**src/rtl/axis_segmented_bram_writer_if.sv**
```systemverilog
// axis_segmented_bram_writer_if
// Bundles the stream, completion-event and BRAM port A signals of the
// segmented BRAM writer.
//   s_axis_*        : AXI4-Stream data input (tready driven by the writer)
//   m_axis_done_*   : segment-complete event (tvalid driven by the writer)
//   bram_porta_*    : BRAM write port, all driven by the writer
// Modport slave is the writer's view; modport master is the surrounding
// logic (stream source, event sink, BRAM).
interface axis_segmented_bram_writer_if #(
  parameter int AXIS_TDATA_WIDTH = 32,
  parameter int BRAM_DATA_WIDTH  = 32,
  parameter int BRAM_ADDR_WIDTH  = 10
);
  logic                         s_axis_tready;
  logic [AXIS_TDATA_WIDTH-1:0]  s_axis_tdata;
  logic                         s_axis_tvalid;
  logic                         s_axis_tlast;
  logic                         m_axis_done_tvalid;
  logic                         m_axis_done_tready;
  logic                         bram_porta_clk;
  logic                         bram_porta_rst;
  logic [BRAM_ADDR_WIDTH-1:0]   bram_porta_addr;
  logic [BRAM_DATA_WIDTH-1:0]   bram_porta_wrdata;
  logic [BRAM_DATA_WIDTH/8-1:0] bram_porta_we;

  modport slave (
    output s_axis_tready,
    input  s_axis_tdata, s_axis_tvalid, s_axis_tlast,
    output m_axis_done_tvalid,
    input  m_axis_done_tready,
    output bram_porta_clk, bram_porta_rst, bram_porta_addr,
    output bram_porta_wrdata, bram_porta_we
  );

  modport master (
    input  s_axis_tready,
    output s_axis_tdata, s_axis_tvalid, s_axis_tlast,
    input  m_axis_done_tvalid,
    output m_axis_done_tready,
    input  bram_porta_clk, bram_porta_rst, bram_porta_addr,
    input  bram_porta_wrdata, bram_porta_we
  );
endinterface

```
**src/rtl/axis_segmented_bram_writer.sv**
```systemverilog
// axis_segmented_bram_writer
// Writes consecutive AXI4-Stream beats into one BRAM segment, from a latched
// start offset up to a latched inclusive end address, then reports completion
// on a valid/ready event. In continuous mode the pointer wraps back to the
// offset and writing never pauses.
// Ports:
//   aclk, areset       : clock, asynchronous active-high reset
//   start              : one-cycle pulse arming a segment (honoured in IDLE only)
//   current_offset     : segment start address, latched on start
//   cfg_data           : segment end address (inclusive), latched on start
//   sts_data           : live write pointer (next address to be written)
//   sts_short          : segment ended by tlast before the end address
//   sts_overrun        : completion event raised while the previous one pending
//   bus                : stream / done event / BRAM port A (slave modport)
//
// state | meaning
// IDLE  | waiting for start, stream stalled
// WRITE | accepting beats, one BRAM write per beat
// DONE  | segment finished, holding done event until accepted
module axis_segmented_bram_writer #(
  parameter int    AXIS_TDATA_WIDTH = 32,
  parameter int    BRAM_DATA_WIDTH  = 32,
  parameter int    BRAM_ADDR_WIDTH  = 10,
  parameter string CONTINUOUS       = "FALSE"
) (
  input  logic                       aclk,
  input  logic                       areset,
  input  logic                       start,
  input  logic [BRAM_ADDR_WIDTH-1:0] current_offset,
  input  logic [BRAM_ADDR_WIDTH-1:0] cfg_data,
  output logic [BRAM_ADDR_WIDTH-1:0] sts_data,
  output logic                       sts_short,
  output logic                       sts_overrun,
  axis_segmented_bram_writer_if.slave bus
);
  localparam int WE_WIDTH = BRAM_DATA_WIDTH / 8;
  localparam bit CONT     = (CONTINUOUS == "TRUE");

  typedef enum logic [1:0] {IDLE, WRITE, DONE} state_t;

  state_t                     state_q, state_d;
  logic [BRAM_ADDR_WIDTH-1:0] offset_reg, end_reg;
  logic [BRAM_ADDR_WIDTH-1:0] addr_q;
  logic [BRAM_DATA_WIDTH-1:0] wrdata_q, tdata_ext;
  logic [WE_WIDTH-1:0]        we_q;
  logic                       done_q;
  logic                       tready;
  logic                       beat, end_hit, seg_end, arm, empty_seg;

  generate
    if (AXIS_TDATA_WIDTH >= BRAM_DATA_WIDTH) begin : g_trunc
      assign tdata_ext = bus.s_axis_tdata[BRAM_DATA_WIDTH-1:0];
    end else begin : g_zext
      assign tdata_ext = {{(BRAM_DATA_WIDTH-AXIS_TDATA_WIDTH){1'b0}}, bus.s_axis_tdata};
    end
  endgenerate

  assign beat      = bus.s_axis_tvalid & tready;
  assign end_hit   = (sts_data == end_reg);
  assign seg_end   = beat & (end_hit | bus.s_axis_tlast);
  assign arm       = (state_q == IDLE) & start;
  assign empty_seg = current_offset > cfg_data;

  assign bus.s_axis_tready      = tready;
  assign bus.m_axis_done_tvalid = done_q;
  assign bus.bram_porta_clk     = aclk;
  assign bus.bram_porta_rst     = areset;
  assign bus.bram_porta_addr    = addr_q;
  assign bus.bram_porta_wrdata  = wrdata_q;
  assign bus.bram_porta_we      = we_q;

  always_ff @(posedge aclk or posedge areset) begin
    if (areset) state_q <= IDLE;
    else        state_q <= state_d;
  end

  always_comb begin
    state_d = state_q;
    tready  = 1'b0;
    case (state_q)
      IDLE:  if (start) state_d = empty_seg ? DONE : WRITE;
      WRITE: begin
        tready = 1'b1;
        if (seg_end && !CONT) state_d = DONE;
      end
      DONE:  if (bus.m_axis_done_tready) state_d = IDLE;
      default: state_d = IDLE;
    endcase
  end

  always_ff @(posedge aclk or posedge areset) begin
    if (areset) begin
      offset_reg  <= '0;
      end_reg     <= '0;
      sts_data    <= '0;
      sts_short   <= 1'b0;
      sts_overrun <= 1'b0;
      addr_q      <= '0;
      wrdata_q    <= '0;
      we_q        <= '0;
      done_q      <= 1'b0;
    end else begin
      we_q <= beat ? '1 : '0;
      if (beat) begin
        addr_q   <= sts_data;
        wrdata_q <= tdata_ext;
      end

      if (arm) begin
        offset_reg <= current_offset;
        end_reg    <= cfg_data;
        sts_data   <= current_offset;
        sts_short  <= empty_seg;
      end else if (seg_end) begin
        // ending without reaching end_reg can only mean tlast came early
        sts_short <= ~end_hit;
        sts_data  <= CONT ? offset_reg : sts_data + 1'b1;
      end else if (beat) begin
        sts_data <= sts_data + 1'b1;
      end

      // a fresh end beat wins over a same-cycle acceptance of the old event
      if (seg_end || (arm && empty_seg))    done_q <= 1'b1;
      else if (bus.m_axis_done_tready)      done_q <= 1'b0;

      if (CONT && seg_end && done_q && !bus.m_axis_done_tready)
        sts_overrun <= 1'b1;
    end
  end
endmodule
```
**src/flat_wrapper.sv**
```systemverilog
// flat-port wrapper written by rule: the top's interface ports become plain ports
module axis_segmented_bram_writer_flat 
#(
  parameter int    AXIS_TDATA_WIDTH = 32,
  parameter int    BRAM_DATA_WIDTH  = 32,
  parameter int    BRAM_ADDR_WIDTH  = 10,
  parameter string CONTINUOUS       = "     "
)
  (aclk, areset, start, current_offset, cfg_data, sts_data, sts_short, sts_overrun, bus_s_axis_tready, bus_s_axis_tdata, bus_s_axis_tvalid, bus_s_axis_tlast, bus_m_axis_done_tvalid, bus_m_axis_done_tready, bus_bram_porta_clk, bus_bram_porta_rst, bus_bram_porta_addr, bus_bram_porta_wrdata, bus_bram_porta_we);
  axis_segmented_bram_writer_if #(.AXIS_TDATA_WIDTH(AXIS_TDATA_WIDTH), .BRAM_DATA_WIDTH(BRAM_DATA_WIDTH), .BRAM_ADDR_WIDTH(BRAM_ADDR_WIDTH)) bus_i ();
  input  logic aclk;
  input  logic areset;
  input  logic start;
  input  logic [BRAM_ADDR_WIDTH-1:0] current_offset;
  input  logic [BRAM_ADDR_WIDTH-1:0] cfg_data;
  output logic [BRAM_ADDR_WIDTH-1:0] sts_data;
  output logic sts_short;
  output logic sts_overrun;
  output wire logic [$bits(bus_i.s_axis_tready)-1:0] bus_s_axis_tready;
  input wire logic [$bits(bus_i.s_axis_tdata)-1:0] bus_s_axis_tdata;
  input wire logic [$bits(bus_i.s_axis_tvalid)-1:0] bus_s_axis_tvalid;
  input wire logic [$bits(bus_i.s_axis_tlast)-1:0] bus_s_axis_tlast;
  output wire logic [$bits(bus_i.m_axis_done_tvalid)-1:0] bus_m_axis_done_tvalid;
  input wire logic [$bits(bus_i.m_axis_done_tready)-1:0] bus_m_axis_done_tready;
  output wire logic [$bits(bus_i.bram_porta_clk)-1:0] bus_bram_porta_clk;
  output wire logic [$bits(bus_i.bram_porta_rst)-1:0] bus_bram_porta_rst;
  output wire logic [$bits(bus_i.bram_porta_addr)-1:0] bus_bram_porta_addr;
  output wire logic [$bits(bus_i.bram_porta_wrdata)-1:0] bus_bram_porta_wrdata;
  output wire logic [$bits(bus_i.bram_porta_we)-1:0] bus_bram_porta_we;
  assign bus_s_axis_tready = bus_i.s_axis_tready;
  assign bus_i.s_axis_tdata = bus_s_axis_tdata;
  assign bus_i.s_axis_tvalid = bus_s_axis_tvalid;
  assign bus_i.s_axis_tlast = bus_s_axis_tlast;
  assign bus_m_axis_done_tvalid = bus_i.m_axis_done_tvalid;
  assign bus_i.m_axis_done_tready = bus_m_axis_done_tready;
  assign bus_bram_porta_clk = bus_i.bram_porta_clk;
  assign bus_bram_porta_rst = bus_i.bram_porta_rst;
  assign bus_bram_porta_addr = bus_i.bram_porta_addr;
  assign bus_bram_porta_wrdata = bus_i.bram_porta_wrdata;
  assign bus_bram_porta_we = bus_i.bram_porta_we;
  axis_segmented_bram_writer #(.AXIS_TDATA_WIDTH(AXIS_TDATA_WIDTH), .BRAM_DATA_WIDTH(BRAM_DATA_WIDTH), .BRAM_ADDR_WIDTH(BRAM_ADDR_WIDTH), .CONTINUOUS(CONTINUOUS)) u_core (.aclk(aclk), .areset(areset), .start(start), .current_offset(current_offset), .cfg_data(cfg_data), .sts_data(sts_data), .sts_short(sts_short), .sts_overrun(sts_overrun), .bus(bus_i));
endmodule
```
**config.mk**
```make
export PLATFORM = sky130hd
export DESIGN_NAME = axis_segmented_bram_writer_flat
export DESIGN_NICKNAME = d
export VERILOG_FILES = /design/src/rtl/axis_segmented_bram_writer_if.sv /design/src/rtl/axis_segmented_bram_writer.sv /design/src/flat_wrapper.sv
export SDC_FILE = /design/constraint.sdc
export NUM_CORES = 1
export LEC_CHECK = 0
export CORE_MARGIN = 8
export CORE_UTILIZATION = 30
export CTS_CLUSTER_SIZE = 40
export DETAILED_ROUTE_END_ITERATION = 12
export GPL_TIMING_DRIVEN = 0
export HOLD_SLACK_MARGIN = 0.05
export SETUP_SLACK_MARGIN = 0.02
export SLEW_MARGIN = 20
export SYNTH_ARGS = -nofsm -noshare
export SYNTH_HDL_FRONTEND = slang
export SYNTH_SLANG_ARGS = --single-unit
```
**constraint.sdc**
```tcl
create_clock -name aclk -period 6.71 [get_ports aclk]
set_clock_uncertainty 0.15 [all_clocks]
set_input_delay 2.013 -clock aclk [delete_from_list [all_inputs] [get_ports aclk]]
set_output_delay 2.013 -clock aclk [all_outputs]
set_load 0.02 [all_outputs]
```
==> results.py, run 1 <==
metrics = {
    "route": {
        "route.detailed.drc": 0,
        "drt_wl_total_mm": 9.126,
        "drt-pass1-iter-count": 4,
        "final_antenna_net_count": 0,
        "routed_via_density": 4.466,
        "vias": 2787,
        "wl_per_cell_um": 14.63,
        "drtIter0Drc": 138,
    },
    "power_and_ir_drop": {
        "ir_worst_vdd_mv": 0.1469,
        "power_leakage_nw": 2.270,
        "p_per_area_nw_per_um2": 453.2,
        "total_power_mw": 2.146,
    },
    "critical_path": {
        "worstPathMaxFanout": 2,
        "path_class": "clock port to output port",
        "max_stage_delay_ns": 0.52,
        "start_kind": "clock port",
        "endpoint_kind": "output port",
        "cp_slowest_cell": "clkdlybuf4s50_1",
        "crit_arrival_ns": 4.22,
        "critical_path_required_ns": 4.55,
        "crit_path_frequent_cell": "clkbuf_8",
        "crit_chain": "clkbuf_8 -> clkbuf_8 -> buf_4 -> clkdlybuf4s50_1",
    },
    "final_layout": {
        "final_common_cell": "nand2_1",
        "seq_area_um2": 1677,
        "drive_gt1_share_pct": 9.836,
        "largest_register_ff_count": 32,
        "syn_to_final_growth_pct": 50.58,
        "num-fill-cells": 1006,
        "multi_input_area_um2": 1292,
        "nets": 553,
        "post-route-util_pct": 46.28,
        "layout_common_cells": "150 x nand2_1, 118 x clkdlybuf4s50_1, 67 x dfrtp_1",
        "antenna_cells": 0,
    },
    "global_route": {
        "grt-busiest-layer": "met2",
        "grt_use_met3_pct": 3.998,
        "grt-ovfl-total": 0,
        "grt_pass1_vias": 2981,
        "antenna_found_initial": 0,
        "grt_max_degree": 57,
        "grt_use_met2_pct": 22.42,
        "use_met1_pct": 15.83,
        "grt_usage_pct": 13.32,
        "grt_pass1_wl_mm": 15.17,
    },
    "floorplanning": {
        "core-area_um2": 10230,
        "start_util_pct": 30.73,
        "row_count": 37,
        "die_area_um2": 14010,
        "die_h_um": 118.4,
        "die_w_um": 118.4,
        "io_pins": 120,
    },
    "timing": {
        "finalSetupViolCount": 0,
        "rsz0062_at_grt": "no",
        "setup_tns_ns": 0,
        "holdWs_ns": 0.3216,
        "slew_viol_final": 0,
        "setup_slack_ns": 0.3274,
        "hold_viol": 0,
    },
    "placed_design": {
        "pre_cts_ws_ns": 0.5703,
        "hpwl_mm": 7.086,
        "place_congestion": 0.7700,
        "numPortBuffers": 118,
    },
    "clocking": {
        "clk_pin_slew_worst_paths_ns": 0.07,
        "postCtsResizedCells": 0,
        "cts_tree": "yes",
        "cts_setup_buffers": 0,
        "cts_hold_buf": 0,
        "clk_latency_ns": 0.45,
    },
    "synth": {
        "syn_avg_cell_area_um2": 8.958,
        "synth_async_sr_flop_share_pct": 100.0,
        "synth_nets": 420,
        "ys_seq_elements": 67,
        "postSynthCellCount": 351,
        "synth_cell_types": 40,
        "synth-seq-area-share_pct": 53.32,
        "yosysWarnings": 1,
        "netlist_area_um2": 3144,
        "synth_flop_cell": "dfrtp_1",
        "synth_edf_count": 0,
    },
    "job": {
        "maxCapViolCount": 0,
    },
    "run_status": {
        "status": "completed",
    },
    "worst_hold_path": {
        "hold_class": "flip-flop to flip-flop",
    },
}
==> cell usage after synthesis (all sizes together), types with 2 or more instances <==
master  number  share of area, %
a211oi       2              0.64
dfrtp       67                53
inv         15               1.8
and3         2              0.40
xor2        11               3.1
nand4        4              0.99
o21ai       21               3.3
xnor2        2              0.56
o311ai       3              0.84
nand2      150                18
nor4         2              0.40
o211ai       2              0.48
nand3        6               1.3
a21oi        6              0.96
clkbuf       3              0.36
nor2b        2              0.40
ha          11               4.4
buf         18               3.4
nor2         7              0.92
nor3         2              0.32
a31oi        3              0.60
==> report_power, final <==
group	internal, mW	switching [mW]	total (mW)
Combinational	0.479	0.556	1.04
Sequential	0.593	0.147	0.740
Clock	0.195	0.176	0.371
Total	1.27	0.879	2.15
==> worst max-delay path: cells and delay by family <==
| kind | cells | cell delay [ns] |
|---|---|---|
| buffers and inverters | 4 | 0.86 |
==> path summary, 6_finish.rpt <==
| path | cells past startpoint | slack [ns] | from | end |
|---|---|---|---|---|
| min in group asynchronous | 2 | 1.70 | areset | u_core.bus.bram_porta_wrdata[15]$_DFFE_PP0P_ |
| hold reg to reg | 2 | 0.32 | u_core.bus.bram_porta_addr[6]$_DFFE_PP0P_ | u_core.bus.bram_porta_addr[6]$_DFFE_PP0P_ |
| setup / recovery | 4 | 0.33 | aclk | bus_bram_porta_clk |
| hold / removal | 2 | 0.32 | u_core.bus.bram_porta_addr[6]$_DFFE_PP0P_ | u_core.bus.bram_porta_addr[6]$_DFFE_PP0P_ |
| setup reg to reg | 5 | 4.98 | u_core.sts_data[2]$_DFFE_PP0P_ | u_core.state_q[0]$_DFFE_PP0P_ |
| max in group asynchronous | 3 | 4.18 | areset | u_core.end_reg[0]$_DFFE_PP0P_ |
==> kinds of logic after synthesis <==
logic type | after synthesis | synth area share [%]
compound gates | 43 | 8.596
buf+inv | 36 | 5.571
flops | 67 | 53.32
simple gates | 180 | 24.39
xor+xnor | 13 | 3.621
other cells | 1 | 0.1193
fa+ha+maj | 11 | 4.377
==> through the flow <==
stage	std cells	area (µm²)
after floorplan	351	3144
after global placement	605	4496
after detailed placement	606	4526
after CTS	624	4735
after global routing	624	4735
final	624	4735
==> final cells by class <==
class,count,share of cell area (%)
sequential,67,35.41
multi-input combinational,248,27.30
timing repair buffer,118,25.32
clock buffer,14,3.990
tap,136,3.594
buffer,21,2.511
inverter,15,1.242
clock inverter,5,0.6342
==> layer usage <==
metal / part of all wire (%) / up-vias / routed length (µm)
met5: 0 / - / 0
met4: 1.2 / 0 / 106
met3: 4.8 / 11 / 436
met2: 50 / 69 / 4573
met1: 44 / 1313 / 4010
li1: - / 1394 / -
Note: power is estimated with default switching activity, not from simulation.
==> inputs of run 2 (changes only) <==
--- a/config.mk
+++ b/config.mk
@@ -7,10 +7,12 @@
 export LEC_CHECK = 0
 export CORE_MARGIN = 8
 export CORE_UTILIZATION = 30
+export CTS_CLUSTER_DIAMETER = 40
 export CTS_CLUSTER_SIZE = 40
 export DETAILED_ROUTE_END_ITERATION = 12
 export GPL_TIMING_DRIVEN = 0
 export HOLD_SLACK_MARGIN = 0.05
+export PLACE_DENSITY = 0.6
 export SETUP_SLACK_MARGIN = 0.02
 export SLEW_MARGIN = 20
 export SYNTH_ARGS = -nofsm -noshare
==> results of run 2 <==
Same layout as run 1: the final DEF is identical, and so are final timing and power.
==> inputs of run 3 (changes only) <==
--- a/config.mk
+++ b/config.mk
@@ -13,7 +13,7 @@
 export GPL_TIMING_DRIVEN = 0
 export HOLD_SLACK_MARGIN = 0.05
 export PLACE_DENSITY = 0.6
-export SETUP_SLACK_MARGIN = 0.02
+export SETUP_SLACK_MARGIN = 0.5
 export SLEW_MARGIN = 20
 export SYNTH_ARGS = -nofsm -noshare
 export SYNTH_HDL_FRONTEND = slang
==> run 3 against run 2 <==
Total power is 0.23% lower. Flip-flop and latch count unchanged. Design area barely moved. Clock-buffer cell count stayed put. Worst setup slack improved by 0.22 ns. Critical path type unchanged. Global-route usage unchanged. First-iteration DRC count did not move. Sequential share of layout area about the same. Register-to-register slack hardly changed. Combinational power hardly changed. Via count unchanged.
==> results.py, run 3 (synthesized netlist as in run 1, its figures left out) <==
metrics = {
    "placed_design": {
        "pre_cts_ws_ns": 0.5703,
        "place_congestion": 0.7700,
        "postPlaceCellArea_um2": 4526,
        "hpwl_mm": 7.086,
        "numPortBuffers": 118,
    },
    "critical_path": {
        "crit_arrival_ns": 4.00,
        "cp_slowest_cell": "dlygate4sd2_1",
        "regToRegEndpoint": "u_core.state_q[0]$_DFFE_PP0P_",
        "start_kind": "clock port",
        "crit_chain": "clkbuf_8 -> clkbuf_8 -> buf_4 -> dlygate4sd2_1",
        "reg2regPathDepth": 5,
        "endpoint_kind": "output port",
        "r2r_start": "u_core.sts_data[2]$_DFFE_PP0P_",
        "path_class": "clock port to output port",
        "worstPathMaxFanout": 2,
        "max_stage_delay_ns": 0.31,
        "crit_path_frequent_cell": "clkbuf_8",
        "r2r_slack_ns": 4.98,
        "critical_path_required_ns": 4.55,
    },
    "clocking": {
        "clk_latency_ns": 0.45,
        "cts_hold_buf": 0,
        "cts_tree": "yes",
        "clk_pin_slew_worst_paths_ns": 0.07,
    },
    "route": {
        "final_antenna_net_count": 0,
        "vias": 2787,
        "drt_wl_total_mm": 9.125,
        "route.detailed.drc": 0,
        "routed_via_density": 4.466,
        "drtIter0Drc": 138,
        "wl_per_cell_um": 14.62,
        "drt-pass1-iter-count": 4,
    },
    "floorplanning": {
        "row_count": 37,
        "die_w_um": 118.4,
        "core-area_um2": 10230,
        "die_h_um": 118.4,
        "io_pins": 120,
        "start_util_pct": 30.73,
        "die_area_um2": 14010,
    },
    "final_layout": {
        "syn_to_final_growth_pct": 50.54,
        "multi_input_area_um2": 1292,
        "antenna_cells": 0,
        "drive_gt1_share_pct": 9.836,
        "nets": 553,
        "final_area_um2": 4733,
        "final_common_cell": "nand2_1",
        "num-fill-cells": 1007,
        "seq_area_um2": 1677,
        "largest_register_ff_count": 32,
        "layout_common_cells": "150 x nand2_1, 117 x clkdlybuf4s50_1, 67 x dfrtp_1",
    },
    "power_and_ir_drop": {
        "ir_worst_vdd_mv": 0.1469,
        "p_per_area_nw_per_um2": 452.3,
        "power_leakage_nw": 2.272,
    },
    "global_route": {
        "grt_max_degree": 57,
        "grt_usage_pct": 13.32,
        "grt-ovfl-total": 0,
        "antenna_found_initial": 0,
        "grt_pass1_vias": 2981,
        "grt_pass1_wl_mm": 15.17,
    },
    "worst_hold_path": {
        "min_from": "u_core.bus.bram_porta_addr[6]$_DFFE_PP0P_",
        "min_path_cells": 2,
        "hold_class": "flip-flop to flip-flop",
        "holdPathEnd": "u_core.bus.bram_porta_addr[6]$_DFFE_PP0P_",
    },
    "timing": {
        "setup_tns_ns": 0,
        "setup_slack_ns": 0.5456,
        "slew_viol_final": 0,
        "hold_viol": 0,
        "rsz0062_at_grt": "no",
        "finalSetupViolCount": 0,
    },
    "run_status": {
        "status": "completed",
    },
    "job": {
        "maxCapViolCount": 0,
    },
}
[run 3: changes by cell type in the layout (fill, tap and decap cells not counted)]
cell | previous run | this run
dlygate4sd2_1 | 0 | 1
clkdlybuf4s50_1 | 118 | 117
[run 3: layout make-up]
| class | count | share of cell area, % |
|---|---|---|
| buffer | 21 | 2.511 |
| clock buffer | 14 | 3.965 |
| clock inverter | 5 | 0.6344 |
| inverter | 15 | 1.242 |
| multi-input combinational | 248 | 27.31 |
| sequential | 67 | 35.42 |
| tap | 136 | 3.595 |
| timing repair buffer | 118 | 25.32 |
[run 3: critical path, delay by kind of cell]
family / cells / cell delay (ns)
buffers and inverters: 4 / 0.65
[run 3: metrics by stage]
| stage | util [%] | hold WS, ns | total power [mW] | cells |
|---|---|---|---|---|
| after floorplan | - | 0.3152 | 1.310 | 351 |
| after global placement | 43.94 | 0.3086 | 1.806 | 605 |
| after detailed placement | 44.23 | 0.3113 | 1.831 | 606 |
| after CTS | 46.26 | 0.3294 | 2.175 | 624 |
| after global routing | 46.26 | 0.3626 | 2.304 | 624 |
| final | 46.26 | 0.3216 | 2.141 | 624 |
[run 3: metal layers]
layer	GRT usage [%]	wire length, µm
met4	4.743	106
met3	3.998	436
met5	0	0
met1	15.83	4009
met2	22.42	4573
[run 3: how the worst max path moves through the flow]
| stage | slack, ns | end | depth (start not counted) | startpoint |
|---|---|---|---|---|
| 2_1_floorplan | 1.06 | bus_bram_porta_clk | 1 | aclk |
| 3_3_place_gp | 0.57 | bus_bram_porta_clk | 2 | aclk |
| 3_5_place_dp | 0.57 | bus_bram_porta_clk | 2 | aclk |
| 4_1_cts | 0.54 | bus_bram_porta_clk | 4 | aclk |
| 5_1_grt | 0.53 | bus_bram_porta_clk | 4 | aclk |
| 6_report | 0.55 | bus_bram_porta_clk | 4 | aclk |
[run 3: power by group]
group / internal, mW / leakage [nW] / switching (mW)
Sequential: 0.593 / 0.836 / 0.147
Clock: 0.191 / 0.116 / 0.176
Combinational: 0.479 / 1.32 / 0.556
Total: 1.26 / 2.27 / 0.879
[run 3: timing repair]
action	4_1_cts	5_1_grt
endpoints found under the setup margin	1	0
resized for setup	1	0
setup buffers	0	0
